--- config.mk ---
export PLATFORM = sky130hd
export DESIGN_NAME = imm_gen_pipe_flat
export DESIGN_NICKNAME = d
export VERILOG_FILES = /design/src/rtl/imm_pkg.sv /design/src/rtl/imm_gen_pipe_if.sv /design/src/rtl/imm_pipe_stage.sv /design/src/rtl/imm_gen_pipe.sv /design/src/flat_wrapper.sv
export SDC_FILE = /design/constraint.sdc
export NUM_CORES = 1
export LEC_CHECK = 0
export ABC_AREA = 1
export BUFFER_PORTS_ARGS = -buffer_cell sky130_fd_sc_hd__buf_2
export CAP_MARGIN = 15
export CELL_PAD_IN_SITES_DETAIL_PLACEMENT = 1
export CELL_PAD_IN_SITES_GLOBAL_PLACEMENT = 2
export CORE_MARGIN = 3
export CORE_UTILIZATION = 23
export DETAILED_ROUTE_END_ITERATION = 10
export PLACE_DENSITY_LB_ADDON = 0.3
export SLEW_MARGIN = 10
export SYNTH_ARGS = -nofsm -noshare
export SYNTH_HDL_FRONTEND = slang
export SYNTH_SLANG_ARGS = --single-unit
export TNS_END_PERCENT = 1
--- constraint.sdc ---
create_clock -name clk -period 1.13 [get_ports clk]
set_input_delay 0.0565 -clock clk [delete_from_list [all_inputs] [get_ports clk]]
set_output_delay 0.0565 -clock clk [all_outputs]
set_load 0.03 [all_outputs]
--- src/rtl/imm_pkg.sv ---
// Immediate-generation package.
// Holds the format-select encoding and the shared decode function that turns a
// 32-bit RISC-V instruction word into a 64-bit extended immediate. Callers keep
// the low XLEN bits. The compressed-instruction expander is also expected to
// reuse this function.
package imm_pkg;

  typedef enum logic [2:0] {
    IMM_I     = 3'd0,
    IMM_S     = 3'd1,
    IMM_B     = 3'd2,
    IMM_U     = 3'd3,
    IMM_J     = 3'd4,
    IMM_SHAMT = 3'd5,
    IMM_ZIMM  = 3'd6,
    IMM_RSVD  = 3'd7
  } imm_fmt_e;

  // Always builds the full 64-bit value. The signed formats replicate instr[31]
  // all the way up, so truncating to 32 bits gives the XLEN=32 result directly.
  function automatic logic [63:0] imm_decode(input logic [31:0]  instr,
                                             input imm_fmt_e     fmt,
                                             input int unsigned  xlen);
    logic s;
    s = instr[31];
    imm_decode = '0;
    case (fmt)
      IMM_I:     imm_decode = {{52{s}}, instr[31:20]};
      IMM_S:     imm_decode = {{52{s}}, instr[31:25], instr[11:7]};
      IMM_B:     imm_decode = {{51{s}}, instr[31], instr[7], instr[30:25], instr[11:8], 1'b0};
      IMM_U:     imm_decode = {{32{s}}, instr[31:12], 12'b0};
      IMM_J:     imm_decode = {{43{s}}, instr[31], instr[19:12], instr[20], instr[30:21], 1'b0};
      // RV64 shift amounts use one extra bit.
      IMM_SHAMT: imm_decode = (xlen == 64) ? {58'b0, instr[25:20]} : {59'b0, instr[24:20]};
      IMM_ZIMM:  imm_decode = {59'b0, instr[19:15]};
      default:   imm_decode = '0;
    endcase
  endfunction

endpackage

--- src/rtl/imm_gen_pipe_if.sv ---
// Valid/ready bus for imm_gen_pipe.
// Input side:  in_valid, in_ready, in_instr, in_fmt, in_tag.
// Output side: out_valid, out_ready, out_imm, out_tag, out_illegal.
// master: the producer/consumer around the block. slave: the block itself.
interface imm_gen_pipe_if
  import imm_pkg::*;
#(
  parameter int unsigned XLEN  = 32,
  parameter int unsigned TAG_W = 8
) ();

  logic             in_valid;
  logic             in_ready;
  logic [31:0]      in_instr;
  imm_fmt_e         in_fmt;
  logic [TAG_W-1:0] in_tag;

  logic             out_valid;
  logic             out_ready;
  logic [XLEN-1:0]  out_imm;
  logic [TAG_W-1:0] out_tag;
  logic             out_illegal;

  modport master (
    output in_valid, in_instr, in_fmt, in_tag, out_ready,
    input  in_ready, out_valid, out_imm, out_tag, out_illegal
  );

  modport slave (
    input  in_valid, in_instr, in_fmt, in_tag, out_ready,
    output in_ready, out_valid, out_imm, out_tag, out_illegal
  );

endinterface

--- src/rtl/imm_pipe_stage.sv ---
// One elastic valid/ready register slice.
// Ports: clk, rst_n (async, active-low), flush (sync, clears valid),
//        in_valid/in_ready/in_data (upstream), out_valid/out_ready/out_data
//        (downstream).
// in_ready is combinational from out_ready (no skid buffer), so a chain of
// these forms a combinational ready path back to the head.
module imm_pipe_stage #(
  parameter int unsigned Width = 8
) (
  input  logic             clk,
  input  logic             rst_n,
  input  logic             flush,
  input  logic             in_valid,
  output logic             in_ready,
  input  logic [Width-1:0] in_data,
  output logic             out_valid,
  input  logic             out_ready,
  output logic [Width-1:0] out_data
);

  logic             valid_q, valid_d;
  logic [Width-1:0] data_q, data_d;

  assign in_ready  = !valid_q || out_ready;
  assign out_valid = valid_q;
  assign out_data  = data_q;

  always_comb begin
    valid_d = valid_q;
    data_d  = data_q;
    if (in_ready) begin
      valid_d = in_valid;
      if (in_valid) data_d = in_data;
    end
    // Data may still load during a flush; only the valid bit matters.
    if (flush) valid_d = 1'b0;
  end

  always_ff @(posedge clk or negedge rst_n) begin
    if (!rst_n) begin
      valid_q <= 1'b0;
      data_q  <= '0;
    end else begin
      valid_q <= valid_d;
      data_q  <= data_d;
    end
  end

endmodule

--- src/rtl/imm_gen_pipe.sv ---
// Pipelined immediate generator.
// Decodes the immediate combinationally from bus.in_instr/in_fmt and carries
// {illegal, tag, imm} through STAGES elastic register slices. Latency equals
// STAGES; full throughput when out_ready is held high.
// Ports: clk, rst_n (async, active-low), flush (sync, drops all in-flight
//        entries and any entry offered in the same cycle), bus (slave side of
//        imm_gen_pipe_if).
module imm_gen_pipe
  import imm_pkg::*;
#(
  parameter int unsigned XLEN   = 32,
  parameter int unsigned STAGES = 1,
  parameter int unsigned TAG_W  = 8
) (
  input  logic           clk,
  input  logic           rst_n,
  input  logic           flush,
  imm_gen_pipe_if.slave  bus
);

  localparam int unsigned PayloadW = XLEN + TAG_W + 1;

  logic [63:0]     imm_full;
  logic [XLEN-1:0] imm;
  logic            illegal;

  always_comb begin
    imm_full = imm_decode(bus.in_instr, bus.in_fmt, XLEN);
    illegal  = (bus.in_fmt == IMM_RSVD);
  end

  assign imm = imm_full[XLEN-1:0];

  if (XLEN < 64) begin : g_trim
    logic unused_imm_hi;
    assign unused_imm_hi = ^imm_full[63:XLEN];
  end

  // Element k is the interface between slice k-1 and slice k; element 0 is
  // the block input and element STAGES is the block output.
  logic                valid [STAGES+1];
  logic                ready [STAGES+1];
  logic [PayloadW-1:0] data  [STAGES+1];

  assign valid[0]      = bus.in_valid;
  assign data[0]       = {illegal, bus.in_tag, imm};
  assign bus.in_ready  = ready[0];
  assign ready[STAGES] = bus.out_ready;
  assign bus.out_valid = valid[STAGES];
  assign {bus.out_illegal, bus.out_tag, bus.out_imm} = data[STAGES];

  for (genvar k = 0; k < STAGES; k++) begin : g_stage
    imm_pipe_stage #(
      .Width(PayloadW)
    ) u_stage (
      .clk      (clk),
      .rst_n    (rst_n),
      .flush    (flush),
      .in_valid (valid[k]),
      .in_ready (ready[k]),
      .in_data  (data[k]),
      .out_valid(valid[k+1]),
      .out_ready(ready[k+1]),
      .out_data (data[k+1])
    );
  end

endmodule

--- src/flat_wrapper.sv ---
// flat-port wrapper written by rule: the top's interface ports become plain ports
module imm_gen_pipe_flat import imm_pkg::*;
#(
  parameter int unsigned XLEN   = 32,
  parameter int unsigned STAGES = 1,
  parameter int unsigned TAG_W  = 8
)
  (clk, rst_n, flush, bus_in_valid, bus_in_instr, bus_in_fmt, bus_in_tag, bus_out_ready, bus_in_ready, bus_out_valid, bus_out_imm, bus_out_tag, bus_out_illegal);
  imm_gen_pipe_if #(.XLEN(XLEN), .TAG_W(TAG_W)) bus_i ();
  input  logic clk;
  input  logic rst_n;
  input  logic flush;
  input wire logic [$bits(bus_i.in_valid)-1:0] bus_in_valid;
  input wire logic [$bits(bus_i.in_instr)-1:0] bus_in_instr;
  input wire logic [$bits(bus_i.in_fmt)-1:0] bus_in_fmt;
  input wire logic [$bits(bus_i.in_tag)-1:0] bus_in_tag;
  input wire logic [$bits(bus_i.out_ready)-1:0] bus_out_ready;
  output wire logic [$bits(bus_i.in_ready)-1:0] bus_in_ready;
  output wire logic [$bits(bus_i.out_valid)-1:0] bus_out_valid;
  output wire logic [$bits(bus_i.out_imm)-1:0] bus_out_imm;
  output wire logic [$bits(bus_i.out_tag)-1:0] bus_out_tag;
  output wire logic [$bits(bus_i.out_illegal)-1:0] bus_out_illegal;
  assign bus_i.in_valid = bus_in_valid;
  assign bus_i.in_instr = bus_in_instr;
  assign bus_i.in_fmt = bus_in_fmt;
  assign bus_i.in_tag = bus_in_tag;
  assign bus_i.out_ready = bus_out_ready;
  assign bus_in_ready = bus_i.in_ready;
  assign bus_out_valid = bus_i.out_valid;
  assign bus_out_imm = bus_i.out_imm;
  assign bus_out_tag = bus_i.out_tag;
  assign bus_out_illegal = bus_i.out_illegal;
  imm_gen_pipe #(.XLEN(XLEN), .STAGES(STAGES), .TAG_W(TAG_W)) u_core (.clk(clk), .rst_n(rst_n), .flush(flush), .bus(bus_i));
endmodule
==> results.ini, run 1 <==
[detailed_routing]
firstDrtPassIters = 4
drtIter0Drc = 32
totalWireLength_microns = 6650
via_count = 1966
wl_per_cell_microns = 14.4
vias_per_cell = 4.27
antenna_left = 0
drcViolationCount = 0

[logic_synthesis]
yosys.area.top_type = dfrtp_1
ys_ff_latch = 42
post_synth.cell_area_avg_sq_um = 8.28
yosys-top-cells-area = dfrtp_1 53%, nand2_1 25%, nand3_1 4.8%, nand3_2 2.5%, a22oi_1 2.3%
netlist.area_leader.share_pct = 52.9
syn-instance-count = 240
synth_cell_types = 21
syn_area_sq_um = 1990
synth.yosys.seq_area_share_pct = 52.9
ys_warn_count = 0
syn_nets = 288

[final_layout]
fin_cells = 460
nets = 402
area_growth_pct = 53.7
layout_common_cells = 121 x nand2_1, 83 x buf_2, 41 x dfrtp_1
fillCellCount = 1020
diodes = 0
final_common_cell = nand2_1
drive_gt1_share_pct = 40.6

[timing]
tightest_slew_ns = 0.325
hold_violations = 0
setup_tns_ns = -0.111
relSlewSlack_pct = 78.4
whs_ns = 0.00756
setup_viol = 9
fin_ws_ns = -0.0217
rsz0062_at_grt = true
period_share_pct = 102
finalMaxSlewViolations = 0
fin_crit_ns = 1.15
clock_skew_ns = 0.0117
fmax_mhz = 868

[floorplan]
die_h_microns = 98.9
die-area_sq_um = 9790
pin_count = 91
initial_core_util_pct = 23.9
core_area_sq_um = 8300
die_w_microns = 98.9
rows = 33

[place]
dp_cells = 428
numPortBuffers = 83
hpwlAfterDp_microns = 4800
dp_slack_ns = -0.0360
place_congestion = 0.722

[clocking]
cts.sinks = 42
cts_root_buf = clkbuf_8
cts_buffers = 5
cts_tree = built
htreeDepth = 2
path_clk_slew_ns = 0.09
clock_latency_ns = 0.30
max-clock-path-buffers = 2

[global_route]
track_usage_pct = 14.0
grt_max_degree = 24
grt_overflow = 0
grt_pass1_wl_microns = 10900
grt_pass1_vias = 2141
antenna_found_initial = 0

[worst_setup_path]
crit_type = reg -> reg
worstPathMaxFanout = 10
worstPathRequired_ns = 1.37
crit_arrival_ns = 1.39
crit_path_start_kind = register
end_kind = register

[power]
p_leak_nw = 1.71
power.total_w = 0.00428
cellPowerDensity_nw_per_um2 = 1400
max-vdd-ir-drop_uv = 472

[outcome]
status = finished, violations left
violations = negative setup slack

[worst_hold_path]
hp-class = in -> reg

[job]
max_cap_violations = 0

==> timing repair <==
item                                    CTS  global route
hold endpoints to repair                 63             0
hold buffers                             18             0
setup buffers                             5             0
pin swaps                                 3             8
cloned                                    0             1
endpoints found under the setup margin   14            38
resized for setup                         6            14
==> registers in the layout, summed over array words and instances, names as in the netlist <==
signal                            cells
u_core.g_stage.u_stage.out_data      41
u_core.g_stage.u_stage.out_valid      1
==> critical path, cell delays in order, from the launching register on <==
cell,delay (ns)
dfrtp_2,0.43
nand2_4,0.10
nand2_8,0.10
nor2_4,0.14
nand3_4,0.09
buf_12,0.17
nand3_2,0.06
==> routing by layer <==
| metal | share of wire [%] | global-route usage [%] | vias to the layer above | wire (microns) |
|---|---|---|---|---|
| met3 | 5.5 | 3.26 | 6 | 366 |
| li1 | - | - | 976 | - |
| met1 | 45 | 17.7 | 935 | 3020 |
| met4 | 0.96 | 4.41 | 0 | 64 |
| met5 | 0 | 0 | - | 0 |
| met2 | 48 | 23.8 | 49 | 3190 |
==> through the flow <==
step	area [sq um]	utilization, %
floorplan	2020	-
global placement	2610	31.5
detailed placement	2610	31.5
CTS	2980	35.9
global route	3050	36.8
finish	3050	36.8
==> final timing paths <==
| check | from | end | slack (ns) | cells past startpoint |
|---|---|---|---|---|
| setup / recovery | u_core.g_stage[0].u_stage.out_valid$_DFFE_PN0P_ | u_core.g_stage[0].u_stage.out_data[30]$_DFFE_PN0P_ | -0.02 | 6 |
| hold / removal | bus_in_instr[23] | u_core.g_stage[0].u_stage.out_data[23]$_DFFE_PN0P_ | 0.008 | 3 |
| setup reg to reg | u_core.g_stage[0].u_stage.out_valid$_DFFE_PN0P_ | u_core.g_stage[0].u_stage.out_data[30]$_DFFE_PN0P_ | -0.02 | 6 |
| hold reg to reg | u_core.g_stage[0].u_stage.out_data[14]$_DFFE_PN0P_ | u_core.g_stage[0].u_stage.out_data[14]$_DFFE_PN0P_ | 0.48 | 2 |
| max in group asynchronous | rst_n | u_core.g_stage[0].u_stage.out_data[14]$_DFFE_PN0P_ | 0.61 | 3 |
| min in group asynchronous | rst_n | u_core.g_stage[0].u_stage.out_data[25]$_DFFE_PN0P_ | 0.27 | 3 |
==> power by group <==
part           switching (W)  internal, W  total, W
clock network       0.000572     0.000661   0.00123
registers           0.000105      0.00168   0.00179
logic               0.000817     0.000446   0.00126
==> cell usage after synthesis (all sizes together) <==
library cell,number
nand2,136
a21oi,2
inv,7
o21ai,2
nand3,24
nand4,1
buf,10
dfrtp,42
a22oi,6
clkbuf,1
nor2,9
==> final cells by class <==
cell class / count / area [sq um] / area share [%]
clock inverter: 2 / 37.5 / 1.23
sequential: 42 / 1050 / 34.5
inverter: 7 / 31.3 / 1.02
tap: 105 / 131 / 4.30
timing repair buffer: 118 / 820 / 26.8
clock buffer: 6 / 72.6 / 2.38
multi-input combinational: 180 / 910 / 29.8
==> kinds of logic after synthesis <==
family                 synth area share, %
AOI/OAI and AO/OA                     3.84
buffers and inverters                 5.79
DFF                                   52.9
and+or+nand+nor                       37.5
No activity file was read; power rests on OpenSTA's default activity.
==> inputs of run 2 (changes only) <==
--- a/config.mk
+++ b/config.mk
@@ -11,7 +11,8 @@
 export CELL_PAD_IN_SITES_DETAIL_PLACEMENT = 1
 export CELL_PAD_IN_SITES_GLOBAL_PLACEMENT = 2
 export CORE_MARGIN = 3
-export CORE_UTILIZATION = 23
+export CORE_UTILIZATION = 24
+export CTS_BUF_LIST = sky130_fd_sc_hd__clkbuf_8
 export DETAILED_ROUTE_END_ITERATION = 10
 export PLACE_DENSITY_LB_ADDON = 0.3
 export SLEW_MARGIN = 10
==> results.ini, run 2 (synthesis gave the netlist of run 1 again) <==
[outcome]
status = finished, violations left
violations = negative setup slack

[timing]
finalMaxSlewViolations = 0
fin_crit_ns = 1.15
relSlewSlack_pct = 73.6
clock_skew_ns = 0.00976
hold_violations = 0
setup_viol = 1
fmax_mhz = 869
fin_ws_ns = -0.0211
rsz0062_at_grt = true
setup_tns_ns = -0.0211
period_share_pct = 102
tightest_slew_ns = 0.396
whs_ns = 0.00903

[final_layout]
fin_cells = 451
area_growth_pct = 48.9
largest_reg_flops = 41
nets = 396
diodes = 0
final_common_cell = nand2_1
drive_gt1_share_pct = 41.0
utilization_pct = 37.5
layout_common_cells = 121 x nand2_1, 83 x buf_2, 41 x dfrtp_1

[global_route]
grt_pass1_vias = 2162
grt_overflow = 0
track_usage_pct = 14.0
antenna_found_initial = 0
grt_pass1_wl_microns = 10700
grt_max_degree = 43

[clocking]
max-clock-path-buffers = 2
path_clk_slew_ns = 0.09
cts.sinks = 42
cts_buffers = 5
cts_tree = built
cts_root_buf = clkbuf_8
htreeDepth = 2
clock_latency_ns = 0.29

[worst_hold_path]
hp-class = in -> reg

[floorplan]
pin_count = 91
die_h_microns = 97.0
die-area_sq_um = 9410
initial_core_util_pct = 25.2
rows = 32
die_w_microns = 97.0
core_area_sq_um = 7890

[detailed_routing]
wl_per_cell_microns = 14.2
drcViolationCount = 0
antenna_left = 0
vias_per_cell = 4.39
totalWireLength_microns = 6410
via_count = 1979
drtIter0Drc = 20
firstDrtPassIters = 4

[worst_setup_path]
crit_arrival_ns = 1.39
worstPathRequired_ns = 1.37
reg2reg_slack_ns = -0.02
end_kind = register
crit_type = reg -> reg
worstPathMaxFanout = 7
crit_path_start_kind = register

[place]
numPortBuffers = 83
hpwlAfterDp_microns = 4630
dp_cells = 427
dp_slack_ns = -0.0910
place_congestion = 0.736

[power]
cellPowerDensity_nw_per_um2 = 1370
max-vdd-ir-drop_uv = 427
p_leak_nw = 1.67

[job]
max_cap_violations = 0

run 2: layout make-up:
class                   instances  area (sq um)
flip-flops and latches         42          1050
clock buffers                   6          82.6
fillers                       977          4930
clock inverters                 2          8.76
well taps                     102           128
inverters                       7          31.3
repair buffers                111           738
multi-input cells             181           917
run 2: what timing repair did:
action,4_1_cts,5_1_grt
cloned,1,0
endpoints found under the hold margin,53,0
setup buffers,3,0
pin swaps,2,14
hold buffers,12,0
gates resized for setup,4,16
endpoints found under the setup margin,24,39
run 2: metal layers:
| layer | up-vias | global-route usage (%) | part of all wire (%) |
|---|---|---|---|
| li1 | 966 | - | - |
| met1 | 945 | 18.4 | 45 |
| met2 | 62 | 23.4 | 48 |
| met3 | 6 | 2.96 | 5.4 |
| met4 | 0 | 4.00 | 1.1 |
| met5 | - | 0 | 0 |
run 2: stage by stage:
stage / instance area (sq um) / total power, W
after CTS: 2910 / 0.00409
after floorplan: 2020 / 0.00252
after detailed placement: 2620 / 0.00298
final: 2960 / 0.00404
after global routing: 2960 / 0.00429
after global placement: 2620 / 0.00296
run 2: path summary, 6_finish.rpt:
path                                                               startpoint                                                  to  cells after the start
max                           u_core.g_stage[0].u_stage.out_valid$_DFFE_PN0P_  u_core.g_stage[0].u_stage.out_data[11]$_DFFE_PN0P_                      6
min                                                          bus_in_instr[28]  u_core.g_stage[0].u_stage.out_data[28]$_DFFE_PN0P_                      3
max reg2reg                   u_core.g_stage[0].u_stage.out_valid$_DFFE_PN0P_  u_core.g_stage[0].u_stage.out_data[11]$_DFFE_PN0P_                      6
min reg2reg                u_core.g_stage[0].u_stage.out_data[36]$_DFFE_PN0P_  u_core.g_stage[0].u_stage.out_data[36]$_DFFE_PN0P_                      2
max in group asynchronous                                               rst_n   u_core.g_stage[0].u_stage.out_data[3]$_DFFE_PN0P_                      3
min in group asynchronous                                               rst_n  u_core.g_stage[0].u_stage.out_data[28]$_DFFE_PN0P_                      3
run 2: power by group:
part	internal, W	switching [W]
sequential	0.00168	0.000109
combinational	0.000430	0.000815
clock	0.000485	0.000526
run 2: worst max-delay path: stages (launching register included):
cell and delay, ns:
dfrtp_2 0.43, nand2_4 0.10, nand2_8 0.09, nor2_4 0.19
buf_4 0.16, nand3_1 0.07, nand2_1 0.06
